### src/rtl/decode_hazard_ctrl_if.sv
// Decode-stage control bundle: ID instruction fields and redirect in, stall/flush/forward controls out.
// id_stall holds the current IF/ID instruction and PC; ex_redirect overrides it and flushes ID.
interface decode_hazard_ctrl_if;
  logic        if_valid;
  logic [6:0]  opcode;
  logic [4:0]  rs1;
  logic [4:0]  rs2;
  logic [4:0]  rd;
  logic        ex_redirect;
  logic        id_valid;
  logic        id_stall;
  logic        ex_bubble;
  logic [1:0]  fwd_a;
  logic [1:0]  fwd_b;
  logic [15:0] stall_count;

  modport master (
    output if_valid, opcode, rs1, rs2, rd, ex_redirect,
    input  id_valid, id_stall, ex_bubble, fwd_a, fwd_b, stall_count
  );

  modport slave (
    input  if_valid, opcode, rs1, rs2, rd, ex_redirect,
    output id_valid, id_stall, ex_bubble, fwd_a, fwd_b, stall_count
  );
endinterface

### src/rtl/decode_hazard_ctrl.sv
// Decode-stage hazard control: shadow EX/MEM/WB destination state, load-use stall,
// redirect flush, IF/ID valid tracking and EX operand forwarding selects.
module decode_hazard_ctrl (
  input logic                clk,
  input logic                rst_n,
  decode_hazard_ctrl_if.slave bus
);

  localparam logic [6:0] OPC_OP     = 7'b0110011;
  localparam logic [6:0] OPC_OP_IMM = 7'b0010011;
  localparam logic [6:0] OPC_LOAD   = 7'b0000011;
  localparam logic [6:0] OPC_STORE  = 7'b0100011;
  localparam logic [6:0] OPC_BRANCH = 7'b1100011;
  localparam logic [6:0] OPC_JALR   = 7'b1100111;
  localparam logic [6:0] OPC_JAL    = 7'b1101111;
  localparam logic [6:0] OPC_LUI    = 7'b0110111;
  localparam logic [6:0] OPC_AUIPC  = 7'b0010111;

  localparam logic [1:0] FWD_RF  = 2'b00;
  localparam logic [1:0] FWD_MEM = 2'b01;
  localparam logic [1:0] FWD_WB  = 2'b10;

  localparam logic [15:0] COUNT_MAX = 16'hFFFF;

  typedef struct packed {
    logic       valid;
    logic [4:0] rd;
    logic       wen;
    logic       is_load;
    logic [4:0] rs1;
    logic [4:0] rs2;
    logic       use1;
    logic       use2;
  } ex_entry_t;

  // Load-ness only matters while the producer sits in EX, so MEM/WB keep just the destination.
  typedef struct packed {
    logic       valid;
    logic [4:0] rd;
    logic       wen;
  } dst_entry_t;

  ex_entry_t  ex_q;
  ex_entry_t  ex_next;
  dst_entry_t mem_q;
  dst_entry_t wb_q;

  logic        id_valid_q;
  logic [15:0] stall_count_q;

  logic use1;
  logic use2;
  logic writes;
  logic is_load;
  logic wen;
  logic load_use;
  logic id_stall;
  logic ex_bubble;
  logic [1:0] fwd_a;
  logic [1:0] fwd_b;

  always_comb begin
    use1    = 1'b0;
    use2    = 1'b0;
    writes  = 1'b0;
    is_load = 1'b0;
    case (bus.opcode)
      OPC_OP: begin
        use1   = 1'b1;
        use2   = 1'b1;
        writes = 1'b1;
      end
      OPC_OP_IMM, OPC_JALR: begin
        use1   = 1'b1;
        writes = 1'b1;
      end
      OPC_LOAD: begin
        use1    = 1'b1;
        writes  = 1'b1;
        is_load = 1'b1;
      end
      OPC_STORE, OPC_BRANCH: begin
        use1 = 1'b1;
        use2 = 1'b1;
      end
      OPC_JAL, OPC_LUI, OPC_AUIPC: begin
        writes = 1'b1;
      end
      default: begin
        use1    = 1'b0;
        use2    = 1'b0;
        writes  = 1'b0;
        is_load = 1'b0;
      end
    endcase
  end

  // x0 is never a destination, which keeps it out of both stall and forwarding paths.
  assign wen = writes && (bus.rd != 5'd0);

  always_comb begin
    ex_next.valid   = 1'b1;
    ex_next.rd      = bus.rd;
    ex_next.wen     = wen;
    ex_next.is_load = is_load;
    ex_next.rs1     = bus.rs1;
    ex_next.rs2     = bus.rs2;
    ex_next.use1    = use1;
    ex_next.use2    = use2;
  end

  always_comb begin
    load_use = id_valid_q && ex_q.valid && ex_q.is_load && ex_q.wen &&
               ((use1 && (ex_q.rd == bus.rs1)) || (use2 && (ex_q.rd == bus.rs2)));
    // A redirect kills the ID instruction anyway, so it must not also freeze the PC.
    id_stall  = load_use && !bus.ex_redirect;
    ex_bubble = id_stall || bus.ex_redirect || !id_valid_q;
  end

  always_comb begin
    fwd_a = FWD_RF;
    if (mem_q.valid && mem_q.wen && ex_q.use1 && (mem_q.rd == ex_q.rs1))
      fwd_a = FWD_MEM;
    else if (wb_q.valid && wb_q.wen && ex_q.use1 && (wb_q.rd == ex_q.rs1))
      fwd_a = FWD_WB;

    fwd_b = FWD_RF;
    if (mem_q.valid && mem_q.wen && ex_q.use2 && (mem_q.rd == ex_q.rs2))
      fwd_b = FWD_MEM;
    else if (wb_q.valid && wb_q.wen && ex_q.use2 && (wb_q.rd == ex_q.rs2))
      fwd_b = FWD_WB;
  end

  always_ff @(posedge clk) begin
    if (!rst_n) begin
      ex_q          <= '0;
      mem_q         <= '0;
      wb_q          <= '0;
      id_valid_q    <= 1'b0;
      stall_count_q <= '0;
    end else begin
      mem_q.valid <= ex_q.valid;
      mem_q.rd    <= ex_q.rd;
      mem_q.wen   <= ex_q.wen;
      wb_q        <= mem_q;
      ex_q        <= ex_bubble ? '0 : ex_next;

      if (bus.ex_redirect)
        id_valid_q <= 1'b0;
      else if (!id_stall)
        id_valid_q <= bus.if_valid;

      if (id_stall && (stall_count_q != COUNT_MAX))
        stall_count_q <= stall_count_q + 16'd1;
    end
  end

  assign bus.id_valid    = id_valid_q;
  assign bus.id_stall    = id_stall;
  assign bus.ex_bubble   = ex_bubble;
  assign bus.fwd_a       = fwd_a;
  assign bus.fwd_b       = fwd_b;
  assign bus.stall_count = stall_count_q;

endmodule

### src/flat_wrapper.sv
// flat-port wrapper written by rule: the top's interface ports become plain ports
module decode_hazard_ctrl_flat 
  (clk, rst_n, bus_if_valid, bus_opcode, bus_rs1, bus_rs2, bus_rd, bus_ex_redirect, bus_id_valid, bus_id_stall, bus_ex_bubble, bus_fwd_a, bus_fwd_b, bus_stall_count);
  decode_hazard_ctrl_if bus_i ();
  input logic clk;
  input logic rst_n;
  input wire logic [$bits(bus_i.if_valid)-1:0] bus_if_valid;
  input wire logic [$bits(bus_i.opcode)-1:0] bus_opcode;
  input wire logic [$bits(bus_i.rs1)-1:0] bus_rs1;
  input wire logic [$bits(bus_i.rs2)-1:0] bus_rs2;
  input wire logic [$bits(bus_i.rd)-1:0] bus_rd;
  input wire logic [$bits(bus_i.ex_redirect)-1:0] bus_ex_redirect;
  output wire logic [$bits(bus_i.id_valid)-1:0] bus_id_valid;
  output wire logic [$bits(bus_i.id_stall)-1:0] bus_id_stall;
  output wire logic [$bits(bus_i.ex_bubble)-1:0] bus_ex_bubble;
  output wire logic [$bits(bus_i.fwd_a)-1:0] bus_fwd_a;
  output wire logic [$bits(bus_i.fwd_b)-1:0] bus_fwd_b;
  output wire logic [$bits(bus_i.stall_count)-1:0] bus_stall_count;
  assign bus_i.if_valid = bus_if_valid;
  assign bus_i.opcode = bus_opcode;
  assign bus_i.rs1 = bus_rs1;
  assign bus_i.rs2 = bus_rs2;
  assign bus_i.rd = bus_rd;
  assign bus_i.ex_redirect = bus_ex_redirect;
  assign bus_id_valid = bus_i.id_valid;
  assign bus_id_stall = bus_i.id_stall;
  assign bus_ex_bubble = bus_i.ex_bubble;
  assign bus_fwd_a = bus_i.fwd_a;
  assign bus_fwd_b = bus_i.fwd_b;
  assign bus_stall_count = bus_i.stall_count;
  decode_hazard_ctrl u_core (.clk(clk), .rst_n(rst_n), .bus(bus_i));
endmodule
### config.mk
export PLATFORM = sky130hd
export DESIGN_NAME = decode_hazard_ctrl_flat
export DESIGN_NICKNAME = d
export VERILOG_FILES = /design/src/rtl/decode_hazard_ctrl_if.sv /design/src/rtl/decode_hazard_ctrl.sv /design/src/flat_wrapper.sv
export SDC_FILE = /design/constraint.sdc
export NUM_CORES = 1
export LEC_CHECK = 0
export CAP_MARGIN = 5
export CORE_AREA = 2 2 68 70
export CTS_CLUSTER_SIZE = 40
export DETAILED_ROUTE_END_ITERATION = 10
export DIE_AREA = 0 0 70 72
export PLACE_DENSITY_LB_ADDON = 0.05
export SYNTH_ARGS = -nofsm -noshare
export SYNTH_HDL_FRONTEND = slang
export SYNTH_SLANG_ARGS = --single-unit
### constraint.sdc
create_clock -name clk -period 6.4 [get_ports clk]
set_input_delay 1.28 -clock clk [delete_from_list [all_inputs] [get_ports clk]]
set_output_delay 1.28 -clock clk [all_outputs]
set_load 0.01 [all_outputs]
==> results.py, run 1 <==
metrics = {
    "worst_setup_path": {
        "timing.critical_path.mode_cell": "clkdlybuf4s50_1",
        "setup.worst_path.class": "primary input to primary output",
        "worstPathRequired_ns": 5.12,
        "r2r-end": "u_core.bus.stall_count[14]",
        "timing.critical_path.fanout_max": 16,
        "cp_delay_by_family_top": "buffers and inverters",
        "r2r_slack_ns": 4.25,
        "reg2regPathDepth": 6,
        "path_cells": "clkdlybuf4s50_1 -> nand3b_4 -> a2111o_1 -> nor4_4 -> o21ai_2 -> nand3b_1 -> clkdlybuf4s50_1",
        "critical-path-max-stage-delay_ns": 0.54,
        "endpoint_kind": "primary output",
        "timing.critical_path.slowest_stage_cell": "clkdlybuf4s50_1",
        "setup.worst_path.start_class": "primary input",
        "worst_setup_path_startpoint": "bus_opcode[0]",
        "worst-path-buf-inv": 2,
        "crit_arrival_ns": 3.64,
        "crit-reg2reg-launch": "u_core.ex_q[18]",
    },
    "detailed_routing": {
        "first_iter_violations": 105,
        "antenna_violating_nets_post_route": 0,
        "detailedRoute.firstPassIterationCount": 4,
        "via_per_inst": 5.166,
        "drc": 0,
        "route.detailed.wl_per_inst_um": 12.78,
        "detailed_route_via_count": 1746,
        "drt_wl_total_um": 4318,
    },
    "hold_path": {
        "hold_path_class": "register to register",
        "hold_start": "u_core.ex_q[13]",
        "min_path_cells": 1,
        "endpoint_worst_hold": "u_core.mem_q[0]",
    },
    "global_route": {
        "grtUsageTotal": 0.1798,
        "wire_length_of_the_first_global_routing_pass_um": 7245,
        "globalRoute.totalOverflow": 0,
        "largest_net_degree_at_the_start_of_global_routing": 20,
        "number_of_antenna_violations_at_the_first_check_in_global_routing": 0,
        "first_global_vias": 1605,
    },
    "sta": {
        "timing.setup.tns_ns": 0,
        "slew_headroom": 0.6391,
        "final-setup-viol-count": 0,
        "timing.fmax_mhz": 203.1,
        "final_hold_viol_count": 0,
        "holdWs_ns": 0.4887,
        "tightest_slew_ns": 0.5407,
        "clock-skew-final_ns": 0.009009,
        "grt_setup_unrepaired": "no",
        "report.final.slew_viol_count": 0,
        "finalCriticalPeriod_ns": 4.925,
        "min_period_over_period": 0.7695,
    },
    "clocking": {
        "htree_num_levels": 2,
        "cts.reportedPaths.clkPinSlew_ns": 0.10,
        "clock_sinks": 51,
        "cts_root_buffer": "clkbuf_8",
        "post-cts-setup-buffers": 0,
        "numCtsBuffers": 5,
        "clkLatencyLatePin_ns": 0.31,
        "cts_resized": 0,
        "cts_hold_repair.buffers": 0,
        "tritoncts": "built",
        "clock_tree.buffer_depth": 2,
    },
    "synthesis": {
        "avgSynthCellArea_sq_um": 9.403,
        "synth_ff_type": "dfxtp_1",
        "yosys.cell_count.top_type": "dfxtp_1",
        "ys_seq_area_frac": 0.4621,
        "synth-edff-count": 0,
        "synth.yosys.warnings": 0,
        "ys_ff_latch": 51,
        "syn-cell-area_sq_um": 2210,
        "netlist-cell-type-count": 37,
        "synth_async_sr_flop_share": 0,
        "synth.cells.most_frequent": "dfxtp_1, and2_1, xnor2_1, a21oi_1, nor2_1",
        "synth_largest_type_area_fraction": 0.4621,
        "mappedNetlistNets": 262,
        "synthesis.instances": 235,
        "post_synthesis_cell_type_with_the_largest_combined_area": "dfxtp_1",
        "largest_cells_by_area_after_synthesis": "dfxtp_1, xnor2_1, and2_1",
    },
    "power_and_ir_drop": {
        "intPower_mw": 0.4281,
        "p_total_mw": 0.5511,
        "combPwrFrac": 0.064,
        "netSwitchingPower_mw": 0.1230,
        "power_leakage_nw": 0.9642,
        "worst_ir_drop_vdd_mv": 0.1014,
        "share_of_total_power_consumed_by_net_switching": 0.2232,
        "clock_power_share": 0.354,
        "share_seq_of_total_power": 0.581,
        "p_per_area_nw_per_um2": 194.5,
    },
    "cells_and_area": {
        "antenna-diode-count": 0,
        "final_layout_net_count": 312,
        "syn_to_final_growth_pct": 28.26,
        "share_of_the_core_filled_with_cells": 0.6646,
        "drive_gt1_frac": 0.05245,
        "final_standard_cell_area_without_fillers_sq_um": 2834,
        "fill_cell_total_of_the_finished_layout": 370,
    },
    "status": {
        "run_status": "complete, no violations",
    },
    "die": {
        "initial_core_util": 0.5182,
        "area_inside_the_core_boundary_sq_um": 4264,
        "die_height_um": 72,
        "standard_cell_rows": 24,
        "io-pin-count": 49,
        "die-width_um": 70,
        "floorplan.die_area_sq_um": 5040,
    },
    "run": {
        "max-cap-violations": 0,
    },
    "place": {
        "io_buffer_count": 48,
        "detailed_place_hpwl_um": 3300,
        "placed_cell_area_sq_um": 2735,
        "gp_weighted_congestion": 0.7088,
    },
}
[cell usage in the layout (no fill, tap or decap), types with 3 or more instances in the layout]
cell type         n
clkdlybuf4s50_1  48
o21ai_1           3
nor2_1           14
dfxtp_1          51
nand2_1           8
nor3_1            4
a21oi_1          14
clkbuf_8          6
or3_1            10
o21ai_0           9
o31ai_1           5
nand4_1          11
inv_1             4
or4_1             5
xnor2_1          24
and2_1           29
xor2_1            7
nand3_1          13
[cell families (layout without fill, tap and decap cells)]
kind of cell | count (synthesis) | count (layout) | share of synthesized area
fa+ha+maj | 1 | 1 | 0.005662
compound gates | 38 | 38 | 0.1087
simple gates | 104 | 104 | 0.2831
buf+inv | 10 | 61 | 0.01755
xor+xnor | 31 | 31 | 0.1229
flops | 51 | 51 | 0.4621
[through the flow]
stage	setup WS (ns)	cells
floorplan	2.440	235
global placement	1.493	330
detailed placement	1.469	330
CTS	1.455	338
global route	1.325	338
finish	1.475	338
[how the worst max path moves through the flow]
stage | end | cells after the start
6_report | bus_ex_bubble | 7
3_5_place_dp | bus_ex_bubble | 7
2_1_floorplan | bus_id_stall | 6
3_3_place_gp | bus_id_stall | 7
5_1_grt | bus_ex_bubble | 7
4_1_cts | bus_ex_bubble | 7
[power groups by stage]
stage / logic (mW) / registers, mW / clock network, mW
after CTS: 0.0359 / 0.320 / 0.200
final: 0.0353 / 0.320 / 0.195
after global placement: 0.0354 / 0.328 / 0
after global routing: 0.0387 / 0.321 / 0.210
after detailed placement: 0.0357 / 0.328 / 0
after floorplan: 0.0131 / 0.328 / 0
[layer usage]
layer,GRT usage,up-vias,part of all wire
met2,0.2656,45,0.44
met5,0,-,0
li1,-,931,-
met4,0.06410,0,0.015
met3,0.04306,7,0.052
met1,0.2581,763,0.49
[area by class of cell]
class	count	area, sq um	share of cell area
Clock buffer	6	82.58	0.02914
Tap cell	52	65.06	0.02296
Multi-Input combinational cell	174	1150	0.4057
Sequential cell	51	1021	0.3603
Timing Repair Buffer	48	480.5	0.1695
Inverter	5	18.77	0.006623
Clock inverter	2	16.27	0.005740
[state kept, by name (all words and copies together), names as in the netlist]
register / flops
u_core.mem_q: 7
u_core.wb_q: 7
u_core.ex_q: 20
u_core.bus.id_valid: 1
u_core.bus.stall_count: 16
[worst reg2reg max path, stage by stage, from the launching register on]
cell,delay (ns)
dfxtp_1,0.40
xnor2_1,0.14
nand3_1,0.11
nor4_2,0.46
o21ai_2,0.27
or4_1,0.56
a21oi_1,0.15
No activity file was read; power rests on OpenSTA's default activity.
==> run 2: changes to the inputs <==
--- a/config.mk
+++ b/config.mk
@@ -6,10 +6,10 @@
 export NUM_CORES = 1
 export LEC_CHECK = 0
 export CAP_MARGIN = 5
-export CORE_AREA = 2 2 68 70
+export CORE_AREA = 2 2 70 72
 export CTS_CLUSTER_SIZE = 40
 export DETAILED_ROUTE_END_ITERATION = 10
-export DIE_AREA = 0 0 70 72
+export DIE_AREA = 0 0 72 74
 export PLACE_DENSITY_LB_ADDON = 0.05
 export SYNTH_ARGS = -nofsm -noshare
 export SYNTH_HDL_FRONTEND = slang
==> constraint.sdc (replaced) <==
create_clock -name clk -period 4.8 [get_ports clk]
set_input_delay 0.96 -clock clk [delete_from_list [all_inputs] [get_ports clk]]
set_output_delay 0.96 -clock clk [all_outputs]
set_load 0.01 [all_outputs]
==> run 2 against run 1 <==
Compared with the run above:
- sequential power up 33%
- utilization down 5.0 points
- die area up 5.7%
==> results.py, run 2 (synthesis results as in run 1) <==
metrics = {
    "detailed_routing": {
        "route.detailed.wl_per_inst_um": 13.01,
        "drc": 0,
        "detailedRoute.firstPassIterationCount": 4,
        "antenna_violating_nets_post_route": 0,
        "first_iter_violations": 91,
        "drt_wl_total_um": 4410,
        "detailed_route_via_count": 1785,
        "via_per_inst": 5.265,
    },
    "sta": {
        "timing.setup.tns_ns": 0,
        "final_hold_viol_count": 0,
        "timing.fmax_mhz": 232.7,
        "finalCriticalPeriod_ns": 4.298,
        "tightest_slew_ns": 0.5121,
        "holdWs_ns": 0.4952,
        "min_period_over_period": 0.8954,
        "report.final.slew_viol_count": 0,
        "grt_setup_unrepaired": "no",
        "clock-skew-final_ns": 0.007674,
        "slew_headroom": 0.6585,
        "final-setup-viol-count": 0,
    },
    "worst_setup_path": {
        "endpoint_kind": "primary output",
        "timing.critical_path.mode_cell": "clkdlybuf4s50_1",
        "path_cells": "clkdlybuf4s50_1 -> nand3b_4 -> a2111o_1 -> nor4_4 -> o21ai_2 -> nand3b_1 -> clkdlybuf4s50_1",
        "crit_arrival_ns": 3.34,
        "timing.critical_path.fanout_max": 16,
        "worstPathRequired_ns": 3.84,
        "r2r_slack_ns": 2.64,
        "setup.worst_path.start_class": "primary input",
        "critical-path-max-stage-delay_ns": 0.54,
        "cp_delay_by_family_top": "buffers and inverters",
        "setup.worst_path.class": "primary input to primary output",
        "timing.critical_path.slowest_stage_cell": "clkdlybuf4s50_1",
        "worst-path-buf-inv": 2,
    },
    "cells_and_area": {
        "antenna-diode-count": 0,
        "top_register": "u_core.ex_q",
        "flip_flop_count_of_the_largest_register_after_layout": 20,
        "drive_gt1_frac": 0.04912,
        "mostFrequentLayoutCell": "dfxtp_1",
        "final-instance-count-excl-fill": 339,
        "share_of_the_core_filled_with_cells": 0.6144,
        "leading_cell_types_in_the_layout_fill_and_taps_excluded": "dfxtp_1, clkdlybuf4s50_1, and2_1, xnor2_1",
        "final_layout_net_count": 312,
        "syn_to_final_growth_pct": 27.86,
    },
    "clocking": {
        "cts_root_buffer": "clkbuf_8",
        "clock_sinks": 51,
        "clock_tree.buffer_depth": 2,
        "post-cts-setup-buffers": 0,
        "tritoncts": "built",
        "cts.reportedPaths.clkPinSlew_ns": 0.09,
        "cts_resized": 0,
        "numCtsBuffers": 5,
        "cts_hold_repair.buffers": 0,
        "clkLatencyLatePin_ns": 0.30,
        "htree_num_levels": 2,
    },
    "power_and_ir_drop": {
        "worst_ir_drop_vdd_mv": 0.1296,
        "intPower_mw": 0.5661,
        "clock_power_share": 0.339,
        "share_seq_of_total_power": 0.596,
        "p_per_area_nw_per_um2": 253.7,
        "power_leakage_nw": 0.9638,
        "netSwitchingPower_mw": 0.1507,
        "combPwrFrac": 0.066,
        "share_of_total_power_consumed_by_net_switching": 0.2102,
    },
    "die": {
        "area_inside_the_core_boundary_sq_um": 4598,
        "die_height_um": 74,
        "standard_cell_rows": 25,
        "die-width_um": 72,
        "io-pin-count": 49,
        "floorplan.die_area_sq_um": 5328,
        "initial_core_util": 0.4805,
    },
    "place": {
        "detailed_place_hpwl_um": 3325,
        "place.detailed.instances": 332,
        "io_buffer_count": 48,
        "gp_weighted_congestion": 0.7532,
    },
    "global_route": {
        "number_of_antenna_violations_at_the_first_check_in_global_routing": 0,
        "wire_length_of_the_first_global_routing_pass_um": 7314,
        "largest_net_degree_at_the_start_of_global_routing": 20,
        "globalRoute.totalOverflow": 0,
        "grtUsageTotal": 0.1749,
        "first_global_vias": 1542,
    },
    "hold_path": {
        "hold_path_class": "register to register",
    },
    "status": {
        "run_status": "complete, no violations",
    },
    "run": {
        "max-cap-violations": 0,
    },
}
==> run 2: changes by cell type in the layout (fill, tap and decap cells not counted), sizes merged <==
cell / delta
clkinvlp: -1
==> run 2: layout make-up <==
type / instances / area [sq um]
Fill cell: 406 / 1773
Inverter: 5 / 18.77
Clock buffer: 6 / 82.58
Clock inverter: 1 / 5.005
Tap cell: 54 / 67.56
Sequential cell: 51 / 1021
Multi-Input combinational cell: 174 / 1150
Timing Repair Buffer: 48 / 480.5
==> run 2: per-layer routing <==
layer	part of all wire	global-route usage
met3	0.049	0.03117
met1	0.50	0.2538
met5	0	0
met2	0.44	0.2593
met4	0.012	0.06918
==> run 2: power groups by stage <==
| stage | Clock [mW] | Combinational (mW) | Sequential, mW |
|---|---|---|---|
| 2_1_floorplan | 0 | 0.0174 | 0.437 |
| 3_3_place_gp | 0 | 0.0477 | 0.437 |
| 3_5_place_dp | 0 | 0.0476 | 0.437 |
| 4_1_cts | 0.253 | 0.0478 | 0.427 |
| 5_1_grt | 0.265 | 0.0514 | 0.428 |
| 6_report | 0.243 | 0.0471 | 0.427 |
==> run 2: per-stage QoR <==
stage	total power, mW	worst slack [ns]	area, sq um
floorplan	0.4541	1.480	2210
global placement	0.4848	0.5265	2738
detailed placement	0.4847	0.5256	2738
CTS	0.7277	0.5092	2825
global route	0.7444	0.3491	2825
finish	0.7168	0.5019	2825
==> run 2: worst paths after layout <==
check,start,end,depth (start not counted)
hold / removal,u_core.ex_q[19],u_core.mem_q[6],1
hold reg to reg,u_core.ex_q[19],u_core.mem_q[6],1
setup reg to reg,u_core.bus.stall_count[0],u_core.bus.stall_count[13],7
setup / recovery,bus_opcode[0],bus_ex_bubble,7
